**config.mk**
```make
export PLATFORM = sky130hd
export DESIGN_NAME = tri_scom_req_issue
export DESIGN_NICKNAME = d
export VERILOG_FILES = /design/src/rtl/tri_scom_req_issue.sv
export SDC_FILE = /design/constraint.sdc
export NUM_CORES = 1
export LEC_CHECK = 0
export BUFFER_PORTS_ARGS = -buffer_cell sky130_fd_sc_hd__buf_2
export CORE_MARGIN = 8
export CORE_UTILIZATION = 47
export DETAILED_ROUTE_END_ITERATION = 10
export GPL_TIMING_DRIVEN = 0
export PLACE_DENSITY = 0.91
export SLEW_MARGIN = 20
export SYNTH_ARGS = -nofsm -noshare
export SYNTH_HDL_FRONTEND = slang
export SYNTH_SLANG_ARGS = --single-unit
```
**constraint.sdc**
```tcl
create_clock -name clk -period 5.6 [get_ports clk]
set_input_delay 0.28 -clock clk [delete_from_list [all_inputs] [get_ports clk]]
set_output_delay 0.28 -clock clk [all_outputs]
set_load 0.005 [all_outputs]
```
**src/rtl/tri_scom_req_issue.sv**
```systemverilog
// tri_scom_req_issue: one-at-a-time SCOM request initiator with ack timeout
module tri_scom_req_issue #(
  parameter int SATID_NOBITS   = 5,
  parameter int DATA_SIZE      = 64,
  parameter int TIMEOUT_CYCLES = 64
) (
  input  logic                      clk,
  input  logic                      rst,
  input  logic                      host_req_val,
  output logic                      host_req_rdy,
  input  logic [SATID_NOBITS-1:0]   host_satid,
  input  logic [10-SATID_NOBITS:0]  host_addr,
  input  logic                      host_r_nw,
  input  logic [DATA_SIZE-1:0]      host_wdata,
  output logic                      sc_req,
  output logic [SATID_NOBITS-1:0]   sc_satid,
  output logic [10-SATID_NOBITS:0]  sc_addr,
  output logic                      sc_r_nw,
  output logic [DATA_SIZE-1:0]      sc_wdata,
  input  logic                      sc_ack,
  input  logic                      sc_ack_addr_nvld,
  input  logic                      sc_ack_acc_nvld,
  input  logic [DATA_SIZE-1:0]      sc_rdata,
  output logic                      rsp_val,
  output logic [DATA_SIZE-1:0]      rsp_rdata,
  output logic [2:0]                rsp_status,
  output logic                      stray_ack
);
  localparam int CW = $clog2(TIMEOUT_CYCLES);
  typedef enum logic [1:0] {IDLE, REQ, WAIT, RSP} state_t;
  state_t state;
  logic [CW-1:0] cnt;
  logic data_ok, busy, term;
  assign host_req_rdy = state == IDLE;
  assign busy = state == REQ || state == WAIT;
  assign term = state == WAIT && cnt == CW'(TIMEOUT_CYCLES - 1);
  // read data only passes through on a clean read ack
  assign data_ok = sc_r_nw & ~sc_ack_addr_nvld & ~sc_ack_acc_nvld;
  always_ff @(posedge clk or posedge rst) begin
    if (rst) begin
      state      <= IDLE;
      cnt        <= '0;
      sc_req     <= 1'b0;
      sc_satid   <= '0;
      sc_addr    <= '0;
      sc_r_nw    <= 1'b0;
      sc_wdata   <= '0;
      rsp_val    <= 1'b0;
      rsp_rdata  <= '0;
      rsp_status <= '0;
      stray_ack  <= 1'b0;
    end else begin
      sc_req  <= 1'b0;
      rsp_val <= 1'b0;
      if (sc_ack && !busy) stray_ack <= 1'b1;
      if (busy) cnt <= state == REQ ? '0 : cnt + 1'b1;
      case (state)
        IDLE: if (host_req_val) begin
          sc_satid <= host_satid;
          sc_addr  <= host_addr;
          sc_r_nw  <= host_r_nw;
          sc_wdata <= host_wdata;
          sc_req   <= 1'b1;
          state    <= REQ;
        end
        REQ, WAIT: begin
          if (sc_ack || term) begin
            state      <= RSP;
            rsp_val    <= 1'b1;
            rsp_rdata  <= sc_ack && data_ok ? sc_rdata : '0;
            rsp_status <= sc_ack ? {1'b0, sc_ack_acc_nvld & ~sc_ack_addr_nvld, sc_ack_addr_nvld} : 3'b100;
          end else state <= WAIT;
        end
        default: state <= IDLE;
      endcase
    end
  end
endmodule
```
== After elaboration in Yosys (flattened, before gate mapping) ==
Index checks and enable logic that the tools add are counted.
Storage, ports and cells
  flip-flop bits (word level): 154
  bits of input ports: 146
  output and inout bits: 147
  word-level logic and storage cells: 41
Cells by class
  add/sub/neg operators: 1
  equality and inequality tests: 4
  multiplexer cells: 10
  bitwise logic cells: 5
  reductions and logical operators: 10
Operator list (count)
  2-to-1 mux 64 bit: 1
  adder 6 x 1 -> 6 bit (second input constant): 1
  == test 6 bit (second input constant): 1
  2-to-1 mux 6 bit: 1
  2-to-1 mux 1 bit: 5
  case mux 2 bit (2 select lines): 1
  AND reduction 2 bit: 2
  bitwise AND 1 bit: 3
  logical AND 1 bit: 3
  2-to-1 mux 3 bit: 1
  == test 2 x 1 -> 1 bit (second input constant): 1
  == test 2 bit (second input constant): 1
  logical NOT 2 bit: 1
  logical OR 1 bit: 2
  2-to-1 mux 2 bit: 1
  != test 2 bit (second input constant): 1
  NOT 1 bit: 2
  OR reduction 2 bit: 1
  logical NOT 1 bit: 1

== Depth between registers and ports, before layout ==
  depth after elaboration: 5
  gate-level depth with buffers: 8
  gate-level depth less buffers: 5

== Worst setup path after synthesis ==
OpenSTA, ideal clock, no wires.
  path kind: register -> register
  start point: register state[0]
  end point: register rsp_status[1]
  arrival: 1.705 ns
  slack: 3.770 ns
  cell stages (with the launch flop): 8
  path buffers: 2
  period minus slack after synthesis: 1.830 ns
  cell sequence: dfrtp_1 -> inv_1 -> ha_1 -> clkbuf_1 -> nand2_1 -> o21ai_2 -> buf_6 -> mux2_2
Between the ends
  cells in the longest elaborated chain, start to end: 4
  elaborated cells on any way between the ends: 6
  classes of those cells: eq/ne (2); reduce/logical (4)
RTL lines
  start: declaration: RTL line 31  | state_t state;
  start signal: assignment: RTL line 41  | state <= IDLE;
  start signal: assignment: RTL line 64  | state <= REQ;
  start signal: assignment: RTL line 68  | state <= RSP;
  == test 2 bit: RTL line 36, 57
  logical AND 1 bit: RTL line 36  | assign term = state == WAIT && cnt == CW'(TIMEOUT_CYCLES - 1);
  logical OR 1 bit: RTL line 67  | if (sc_ack || term) begin
  AND reduction 2 bit (no line) (*)
  end signal: assignment: RTL line 71  | rsp_status <= sc_ack ? {1'b0, sc_ack_acc_nvld & ~sc_ack_addr_nvld, sc_ack_addr_nvld} : 3'b100;
  end: declaration: RTL line 26  | output logic [2:0] rsp_status,
Mark *: on every way between the ends. The rest lies on a longest branch, timed or not.
A chain may end at the register's enable or synchronous reset.

== Worst setup path in the final report ==
  start point: register state[0]
  end point: register rsp_rdata[48]
Between the ends
  cells in the longest elaborated chain, start to end: 4
  elaborated cells on any way between the ends: 6
  classes of those cells: eq/ne (2); reduce/logical (4)
RTL lines
  == test 2 bit: RTL line 36, 57
  logical AND 1 bit: RTL line 36
  logical OR 1 bit: RTL line 67
  AND reduction 2 bit (no line) (*)
  end signal: assignment: RTL line 70  | rsp_rdata <= sc_ack && data_ok ? sc_rdata : '0;
  end: declaration: RTL line 25  | output logic [DATA_SIZE-1:0] rsp_rdata,
Marks and branches as above.

==> key figures <==
Power
  • Static leakage power: 4.43 nW
  • Power Density: 515 nW/um^2
  • Worst VDD drop: 370 uV

Place
  • Placer Congestion: 0.798
  • Placed inst area: 8030 um^2
  • IO Port Bufs: 292
  • Post-DP HPWL: 13.2 mm
  • Pre-CTS setup slack: 3.43 ns
  • Placed cell count: 962

Timing
  • Final Skew: 0.00636 ns
  • Fin crit period: 2.17 ns
  • Setup ws final: 3.43 ns
  • Unrepaired setup endpoints after global routing: false
  • Final hold slack: 0.0989 ns
  • Endpoints failing hold: 0
  • Final setup violation count: 0
  • Final Cycle Share: 38.7%
  • Worst-Margin Slew: 0.536 ns
  • F_max: 461 MHz
  • Max-slew violation count: 0
  • Slew headroom: 64.3%

Synth
  • Proportion of netlist area held by the largest area contributor: 61.0%
  • Synth Area per Inst: 12.8 um^2
  • Syn Nets: 644
  • Post-synth top cells: 154 x dfrtp_1, 77 x mux2_2, 71 x nand2_1
  • Sequential area share after synthesis: 61.0%
  • Cells after synthesis: 493
  • Ys Warns: 0
  • Count leader, synth: dfrtp_1
  • Yosys top cell by area: dfrtp_1
  • Ranking of synthesized cells by area: dfrtp_1 61%, mux2_2 14%, mux2i_1 10%
  • Mapped cell area: 6320 um^2
  • Ys async rst share: 100%
  • Primary FF master, synth: dfrtp_1
  • Synth unique cells: 30
  • Register bit total from synthesis: 154
  • Number of flops mapped to enable cells by yosys: 0

Setup path
  • FF-to-FF setup slack: 3.43 ns
  • CP Data Required Time: 5.93 ns
  • Worst setup SP type: flip-flop
  • Critical-path cell list: inv_1 -> ha_1 -> clkbuf_1 -> nand2_1 -> o21ai_2 -> buf_6 -> buf_8 -> mux2i_1
  • CP max-delay cell: dfrtp_1
  • Critical Path End Type: flip-flop
  • Worst Reg-to-Reg Cells: 8
  • Critical path class: flip-flop to flip-flop
  • Worst Path Max Fanout: 10
  • Worst path max stage delay: 0.40 ns
  • Worst path arrival time: 2.49 ns

CTS
  • Max H-tree Level: 4
  • Clk Latency, worst-skew pair: 0.41 ns
  • Post-CTS setup repair buffer count: 0
  • Cts hold-fix bufs: 1
  • Clk slew on worst S/H paths: 0.06 ns
  • CTS tree: built
  • # clock sinks: 154
  • Clock buffer depth: 2
  • CTS Root Buffer Type: clkbuf_16
  • Number of buffers created by CTS: 17
  • CTS resizes: 0

Final layout
  • Fin area: 8700 um^2
  • Util after Layout: 65.9%
  • Fraction of layout instances using a drive strength above 1: 52.0%
  • Area grow syn2layout: 37.7%
  • NumNets Final: 957
  • Finished Layout Cells: 995

Global routing
  • First-pass GRT wire length: 27.4 mm
  • GRT Total Usage: 19.7%
  • Vias in the first global route: 5141
  • Largest net degree at the start of global routing: 79
  • Initial antenna violation count: 1
  • Gr ovfl total: 0

Drt
  • Via density: 4.76
  • Detailed-route via count: 4738
  • First drt pass iteration count: 4
  • DR iter-0 viols: 170
  • Average routed wire per standard cell: 17.3 um
  • Antenna Nets Post-Route: 0
  • Final wirelength: 17.2 mm
  • DRC viols: 0

Floorplanning
  • Die X-Extent: 132 um
  • Die H: 132 um
  • Ports: 293
  • Cell row count: 42
  • Initial core utilization: 47.9%
  • Die area: 17400 um^2
  • Core area: 13200 um^2

Worst hold path
  • Worst hold path class: input pin to flip-flop
  • Hold path depth: 2

Flow run
  • Max-cap violations: 0

Run status
  • Status: finished, final reports clean
[critical path, delay by kind of cell, from the launching register on]
kind | cells | cell delay, ns
fa+ha+maj | 1 | 0.29
mux | 1 | 0.22
buf+inv | 4 | 0.82
flops | 1 | 0.40
simple gates | 1 | 0.17
compound gates | 1 | 0.16
[worst paths after layout]
check | startpoint | end
max in group asynchronous | rst | rsp_rdata[20]
worst max register to register | state[0] | rsp_rdata[48]
min in group asynchronous | rst | sc_wdata[16]
worst max-delay path | state[0] | rsp_rdata[48]
worst min-delay path | host_wdata[42] | sc_wdata[42]
worst min register to register | stray_ack | stray_ack
[final cells by class]
| type | count | area, um^2 |
|---|---|---|
| Fill cell | 987 | 4490 |
| Sequential cell | 154 | 3850 |
| Multi-Input combinational cell | 246 | 2040 |
| Timing Repair Buffer | 294 | 1500 |
| Clock buffer | 20 | 457 |
| Inverter | 69 | 267 |
| Tap cell | 176 | 220 |
| Clock inverter | 11 | 193 |
| Buffer | 24 | 169 |
| Antenna cell | 1 | 2.50 |
[cell usage in the layout, fill, tap and decap left out, types with 2 or more instances in the layout]
master        n
clkbuf_8      2
a22o_1        2
nand2_1      71
bufinv_16     5
ha_1          5
clkbuf_16    17
nor2_1        2
o21ai_0       5
inv_1        68
buf_8         3
clkbuf_1      3
buf_2       304
clkinv_2      2
clkinvlp_4    2
mux2i_1      65
mux2_2       77
dfrtp_1     154
buf_4         6
nand3_1       3
nand2b_1      2
[layer usage]
metal | vias to the layer above | GRT usage, % | wire (um)
li1 | 2221 | - | -
met1 | 2312 | 20.6 | 6400
met2 | 182 | 34.6 | 8970
met3 | 23 | 8.12 | 1510
met4 | 0 | 7.66 | 333
met5 | - | 0 | 0
[where the power goes]
group,internal (W),total [W],switching (W),leakage (nW)
clock,0.000813,0.00125,0.000437,0.312
sequential,0.00150,0.00171,0.000208,1.96
combinational,0.000808,0.00152,0.000709,2.16
[kinds of logic after synthesis]
group,Yosys count,share of synthesized area [%]
DFF,154,61.0
adders and majority gates,5,0.990
xor gates and xnor gates,1,0.139
buffers and inverters,93,6.77
muxes,142,24.0
and+or+nand+nor,84,5.47
AOI/OAI and AO/OA,14,1.60
[metrics by stage]
step / TNS [ns] / total power [W]
after detailed placement: 0 / 0.00326
after global routing: 0 / 0.00472
after CTS: 0 / 0.00453
after global placement: -69.45 / 0.00318
final: 0 / 0.00448
after floorplan: 0 / 0.00258
[flip-flops by register name, summed over array words and instances (netlist names)]
name,cells
cnt,6
rsp_rdata,64
rsp_status,3
rsp_val,1
sc_addr,6
sc_r_nw,1
sc_req,1
sc_satid,5
sc_wdata,64
state,2
stray_ack,1
Note: power is estimated with default switching activity, not from simulation.
